### src/rtl/arith_pkg.sv
// Shared arithmetic-unit definitions: controller state encoding, width helpers
// and handshake latencies used by the multiplier/divider controller.
package arith_pkg;

  typedef enum logic [1:0] {
    IDLE = 2'd0,
    LOAD = 2'd1,
    DIV  = 2'd2,
    FIX  = 2'd3
  } arith_state_e;

  function automatic int op_w(input int size);
    return 1 << size;
  endfunction

  function automatic int prod_w(input int size);
    return 2 << size;
  endfunction

  // Edges from the accepting edge to the edge that raises done.
  function automatic int div_latency(input int size);
    return (1 << size) + 2;
  endfunction

  localparam int DEFAULT_SIZE   = 3;
  localparam int DEFAULT_W      = 1 << DEFAULT_SIZE;
  localparam int DEFAULT_PROD_W = 2 * DEFAULT_W;
  localparam int DIV_LATENCY    = DEFAULT_W + 2;

endpackage

### src/rtl/div_step.sv
// One restoring-division iteration: shift the next dividend bit into the
// partial remainder, trial-subtract the divisor magnitude, keep or restore.
module div_step #(
  parameter int W = 8
) (
  input  logic [W:0] p,
  input  logic       q_msb,
  input  logic [W:0] d,
  output logic [W:0] p_next,
  output logic       q_bit
);

  logic [W+1:0] shifted;

  always_comb begin
    shifted = {p, q_msb};
    q_bit   = (shifted >= {1'b0, d});
    p_next  = q_bit ? (shifted[W:0] - d) : shifted[W:0];
  end

endmodule

### src/rtl/seq_divider.sv
// Sequential signed divider, 2W-bit dividend by W-bit divisor, one quotient
// bit per clock; start/done handshake shared with the Booth multiplier.
module seq_divider
  import arith_pkg::*;
#(
  parameter int size = 3
) (
  input  logic                            clk,
  input  logic                            rst,
  input  logic                            start,
  input  logic signed [prod_w(size)-1:0]  dividend,
  input  logic signed [op_w(size)-1:0]    divisor,
  output logic signed [op_w(size)-1:0]    quotient,
  output logic signed [op_w(size)-1:0]    remainder,
  output logic                            done,
  output logic                            busy,
  output logic                            dbz,
  output logic                            ovf
);

  localparam int W  = op_w(size);
  localparam int W2 = prod_w(size);
  localparam logic [W-1:0] Q_MAX_POS = {1'b0, {(W-1){1'b1}}};
  localparam logic [W-1:0] Q_MAX_NEG = {1'b1, {(W-1){1'b0}}};

  // Extra top bit lets the most negative value produce its true magnitude.
  function automatic logic [W2:0] mag_dvd(input logic signed [W2-1:0] v);
    logic [W2:0] e;
    e = {v[W2-1], v};
    return v[W2-1] ? -e : e;
  endfunction

  function automatic logic [W:0] mag_dvs(input logic signed [W-1:0] v);
    logic [W:0] e;
    e = {v[W-1], v};
    return v[W-1] ? -e : e;
  endfunction

  arith_state_e state, state_nxt;

  logic signed [W2-1:0] dvd_r;
  logic signed [W-1:0]  dvs_r;
  logic                 sign_dvd, sign_q, dbz_r, uovf_r;
  logic [W:0]           dvs_mag, p, p_next;
  logic [W-1:0]         qs;
  logic [size-1:0]      cnt;
  logic                 q_bit;

  logic [W2:0]          dvd_mag;
  logic [W:0]           dvs_mag_c;
  logic [W-1:0]         q_apply, r_apply;
  logic                 ovf_c;

  div_step #(.W(W)) u_step (
    .p      (p),
    .q_msb  (qs[W-1]),
    .d      (dvs_mag),
    .p_next (p_next),
    .q_bit  (q_bit)
  );

  always_comb begin
    dvd_mag   = mag_dvd(dvd_r);
    dvs_mag_c = mag_dvs(dvs_r);
    q_apply   = sign_q ? -qs : qs;
    r_apply   = sign_dvd ? -p[W-1:0] : p[W-1:0];
    ovf_c     = !dbz_r && (uovf_r || (!sign_q && (qs > Q_MAX_POS)) ||
                                     (sign_q && (qs > Q_MAX_NEG)));
  end

  always_ff @(posedge clk or posedge rst) begin
    if (rst) state <= IDLE;
    else     state <= state_nxt;
  end

  always_comb begin
    state_nxt = state;
    case (state)
      IDLE:    if (start) state_nxt = LOAD;
      LOAD:    state_nxt = DIV;
      DIV:     if (cnt == '0) state_nxt = FIX;
      FIX:     state_nxt = IDLE;
      default: state_nxt = IDLE;
    endcase
  end

  always_ff @(posedge clk or posedge rst) begin
    if (rst) begin
      dvd_r     <= '0;
      dvs_r     <= '0;
      sign_dvd  <= 1'b0;
      sign_q    <= 1'b0;
      dbz_r     <= 1'b0;
      uovf_r    <= 1'b0;
      dvs_mag   <= '0;
      p         <= '0;
      qs        <= '0;
      cnt       <= '0;
      quotient  <= '0;
      remainder <= '0;
      done      <= 1'b0;
      busy      <= 1'b0;
      dbz       <= 1'b0;
      ovf       <= 1'b0;
    end else begin
      done <= 1'b0;
      case (state)
        IDLE: begin
          if (start) begin
            dvd_r <= dividend;
            dvs_r <= divisor;
            busy  <= 1'b1;
          end
        end
        LOAD: begin
          sign_dvd <= dvd_r[W2-1];
          sign_q   <= dvd_r[W2-1] ^ dvs_r[W-1];
          dvs_mag  <= dvs_mag_c;
          p        <= dvd_mag[W2:W];
          qs       <= dvd_mag[W-1:0];
          dbz_r    <= (dvs_r == '0);
          uovf_r   <= (dvd_mag[W2:W] >= dvs_mag_c);
          cnt      <= {size{1'b1}};
        end
        DIV: begin
          p   <= p_next;
          qs  <= {qs[W-2:0], q_bit};
          cnt <= cnt - 1'b1;
        end
        FIX: begin
          done <= 1'b1;
          busy <= 1'b0;
          if (dbz_r) begin
            quotient  <= '1;
            remainder <= dvd_r[W-1:0];
            dbz       <= 1'b1;
            ovf       <= 1'b0;
          end else if (ovf_c) begin
            quotient  <= '0;
            remainder <= '0;
            dbz       <= 1'b0;
            ovf       <= 1'b1;
          end else begin
            quotient  <= q_apply;
            remainder <= r_apply;
            dbz       <= 1'b0;
            ovf       <= 1'b0;
          end
        end
        default: ;
      endcase
    end
  end

endmodule

### config.mk
export PLATFORM = sky130hd
export DESIGN_NAME = seq_divider
export DESIGN_NICKNAME = d
export VERILOG_FILES = /design/src/rtl/arith_pkg.sv /design/src/rtl/div_step.sv /design/src/rtl/seq_divider.sv
export SDC_FILE = /design/constraint.sdc
export NUM_CORES = 1
export LEC_CHECK = 0
export CORE_UTILIZATION = 50
export CTS_CLUSTER_DIAMETER = 60
export CTS_CLUSTER_SIZE = 14
export DETAILED_ROUTE_END_ITERATION = 6
export GPL_TIMING_DRIVEN = 0
export PLACE_DENSITY = 0.84
export SLEW_MARGIN = 20
export SYNTH_ARGS = -nofsm -noshare
export SYNTH_HDL_FRONTEND = slang
export SYNTH_SLANG_ARGS = --single-unit
### constraint.sdc
create_clock -name clk -period 2.65 [get_ports clk]
set_input_delay 0.3975 -clock clk [delete_from_list [all_inputs] [get_ports clk]]
set_output_delay 0.3975 -clock clk [all_outputs]
set_load 0.01 [all_outputs]
==> results of run 1 <==
layout by cell type, fill, tap and decap left out, drive strengths merged, types with 21 or more instances in the layout:
master,n
nand2,31
clkbuf,26
buf,22
o21ai,21
inv,32
dfrtp,79
a21oi,48
clkdlybuf4s50,46
ha,28
nor2,42
mux2,34
xnor2,22
sequential cells by signal (all words and copies together) (netlist names):
| register | flops |
|---|---|
| dvd_r | 16 |
| dvs_r | 8 |
| dvs_mag | 9 |
| busy | 1 |
| ovf | 1 |
| dbz_r | 1 |
| p | 9 |
| quotient | 8 |
| dbz | 1 |
| cnt | 3 |
| sign_dvd | 1 |
| sign_q | 1 |
| state | 2 |
| remainder | 8 |
| uovf_r | 1 |
| done | 1 |
| qs | 8 |
stage by stage:
stage                     area (sq um)  utilization  hold WS (ns)  worst slack (ns)
final                             5710        0.620         0.377            -0.102
after global placement            5320        0.578         0.468            -0.982
after global routing              5710        0.620         0.416            -0.190
after detailed placement          5350        0.582         0.474            -0.208
after CTS                         5630        0.612         0.389           -0.0438
after floorplan                   4720            -         0.449             0.130
synth_stat cells, types with 5 or more instances:
| cell | number |
|---|---|
| nor2_1 | 42 |
| nand3_1 | 5 |
| buf_2 | 5 |
| a21oi_1 | 48 |
| nor3_1 | 9 |
| ha_1 | 28 |
| dfrtp_1 | 79 |
| mux2i_1 | 10 |
| mux2_2 | 34 |
| inv_1 | 31 |
| clkbuf_1 | 15 |
| o31ai_1 | 9 |
| or3_1 | 6 |
| a31oi_1 | 5 |
| nor2b_1 | 8 |
| nand2b_1 | 6 |
| o21ai_0 | 20 |
| a21o_1 | 7 |
| xnor2_1 | 22 |
| nand2_1 | 31 |
| xor2_1 | 15 |
power groups by stage:
| stage | Clock (W) | Combinational [W] | Sequential (W) |
|---|---|---|---|
| 2_1_floorplan | 0 | 0.00366 | 0.00236 |
| 3_3_place_gp | 0 | 0.00480 | 0.00243 |
| 3_5_place_dp | 0 | 0.00501 | 0.00246 |
| 4_1_cts | 0.000872 | 0.00528 | 0.00241 |
| 5_1_grt | 0.000934 | 0.00611 | 0.00249 |
| 6_report | 0.000867 | 0.00557 | 0.00242 |
worst paths after layout:
kind | startpoint | endpoint | slack (ns) | cells after the start
worst min register to register | dvs_mag[8] | dvs_mag[8] | 0.48 | 2
worst min-delay path | rst | busy | 0.38 | 2
worst max-delay path | dvd_r[7] | uovf_r | -0.10 | 11
max in group asynchronous | rst | dvd_r[5] | 1.68 | 3
min in group clk | dvs_mag[8] | dvs_mag[8] | 0.48 | 2
worst max register to register | dvd_r[7] | uovf_r | -0.10 | 11
repair_timing:
action | in CTS | in global routing
gates cloned | 0 | 0
pin swaps | 3 | 10
endpoints found under the setup margin | 4 | 8
setup buffers | 8 | 5
gates resized for setup | 11 | 10
cell type report:
cell class / instances / area (sq um)
Fill cell: 730 / 3490
Clock inverter: 5 / 40.0
Sequential cell: 79 / 1980
Inverter: 32 / 123
Tap cell: 111 / 139
Buffer: 23 / 98.8
Multi-Input combinational cell: 351 / 2580
Timing Repair Buffer: 60 / 586
Clock buffer: 11 / 151
logic make-up after synthesis:
group / Yosys count
xor+xnor: 37
compound gates: 119
mux: 44
other cells: 2
buf+inv: 55
flops: 79
simple gates: 120
fa+ha+maj: 29
worst max-delay path, stage by stage (launching register included):
cell,delay [ns]
dfrtp_2,0.44
nor4_4,0.33
nand2_1,0.12
or3_4,0.34
o31a_1,0.33
xnor2_2,0.18
inv_2,0.07
ha_4,0.16
a211o_1,0.26
a21oi_1,0.19
or3_1,0.14
a21oi_1,0.06
routing by layer:
metal  share of wire  global-route usage
met5               0                   0
met3           0.047              0.0372
met2            0.48               0.387
met1            0.44               0.332
met4           0.026               0.110
==> impl_metrics.env, run 1 <==
export IMPL_cts_buffers=9
export IMPL_netSwitchingPower_w=0.00401
export IMPL_path_class="flip-flop to flip-flop"
export IMPL_htreeDepth=3
export IMPL_cts_root_buf="clkbuf_8"
export IMPL_drv_slew=0
export IMPL_synth_cell_types=54
export IMPL_clock_skew_ns=0.0209
export IMPL_crit_arrival_ns=2.98
export IMPL_rsz0062_at_grt="yes"
export IMPL_syn_num_nets=541
export IMPL_irDropWorstVdd_mv=0.806
export IMPL_ys_warn_count=0
export IMPL_syn2layout_area_growth_pct=20.9
export IMPL_synth_compound_area_share=0.159
export IMPL_antenna_found_initial=0
export IMPL_synth_enable_flop_cells=0
export IMPL_start_util=0.513
export IMPL_postSynthAreaPerCell_sq_um=9.73
export IMPL_violations="setup timing"
export IMPL_dieArea_sq_um=9830
export IMPL_drive_gt1_frac=0.166
export IMPL_hold_path_class="input pin to asynchronous set/reset pin"
export IMPL_vias_per_cell=5.79
export IMPL_grt_usage=0.243
export IMPL_synth_top_area_cell="dfrtp_1"
export IMPL_fin_ws_ns=-0.102
export IMPL_tightest_slew_ns=0.701
export IMPL_status="finished with violations"
export IMPL_synthArstFlopShare=1.00
export IMPL_grt_pass1_wl_mm=18.6
export IMPL_core_area_sq_um=9200
export IMPL_avgRoutedWirePerCell_microns=17.0
export IMPL_place_congestion=0.954
export IMPL_clock_sinks=79
export IMPL_finalNetCount=612
export IMPL_yosys_area_share_adder=0.0785
export IMPL_finalCritPeriodShare=1.04
export IMPL_synth_simple_area_share=0.126
export IMPL_p_total_w=0.00886
export IMPL_dp_cells=643
export IMPL_postCtsHoldBufs=0
export IMPL_clkLatencyLatePin_ns=0.37
export IMPL_cp_required_ns=2.88
export IMPL_cts_buffer_depth=2
export IMPL_synth_xor_area_frac=0.0687
export IMPL_setup_violations=1
export IMPL_power_frac_seq=0.273
export IMPL_route_detailed_drc=0
export IMPL_drt_iter0_drc=300
export IMPL_ant_nets=0
export IMPL_grt_start_max_net_pins=53
export IMPL_power_density_nw_per_um2=1550
export IMPL_path_clk_slew_ns=0.08
export IMPL_internal_power_w=0.00485
export IMPL_antenna_cells=0
export IMPL_leakagePower_nw=2.52
export IMPL_period_minus_slack_ns=2.75
export IMPL_max_freq_mhz=363
export IMPL_tns_ns=-0.102
export IMPL_start_kind="flip-flop"
export IMPL_end_kind="flip-flop"
export IMPL_synth_area_leaders="dfrtp_1, mux2_2, ha_1, a21oi_1, xnor2_1"
export IMPL_fin_cells=672
export IMPL_slew_headroom=0.533
export IMPL_numPortBuffers=46
export IMPL_grt_overflow=0
export IMPL_clockPowerShare=0.098
export IMPL_hpwl_mm=8.27
export IMPL_firstDrtPassIters=5
export IMPL_num_rows=35
export IMPL_power_frac_comb=0.629
export IMPL_ios=47
export IMPL_synth_top_family_by_area="compound AO/OA/AOI/OAI gates"
export IMPL_hold_viol=0
export IMPL_wl_mm=11.4
export IMPL_synth_top_area_frac=0.419
export IMPL_cp_max_fo=3
export IMPL_netlist_instances=485
export IMPL_swShare=0.453
export IMPL_die_h_microns=99.2
export IMPL_synthMuxAreaShare=0.102
export IMPL_synth_seq_cells=79
export IMPL_tritoncts="yes"
export IMPL_maxCapViolCount=0
export IMPL_die_w_microns=99.2
export IMPL_grt_pass1_vias=3843
export IMPL_synth_area_sq_um=4720
export IMPL_synth_flop_cell="dfrtp_1"
export IMPL_yosysSeqAreaShare=0.419
export IMPL_vias=3893
(Power assumes the default switching activity.)
==> run 2, diff against run 1 <==
==> constraint.sdc (replaced) <==
create_clock -name clk -period 2.65 [get_ports clk]
set_input_delay 0.3975 -clock clk [delete_from_list [all_inputs] [get_ports clk]]
set_output_delay 0.3975 -clock clk [all_outputs]
set_load 0.02 [all_outputs]
==> results of run 2 <==
Same layout as run 1 (identical final DEF). Status: finished with violations: setup timing.
Power of run 2 is left out: the tool's default activity adds up to more than one toggle a clock period on the data nets, which glitch-free logic cannot reach.
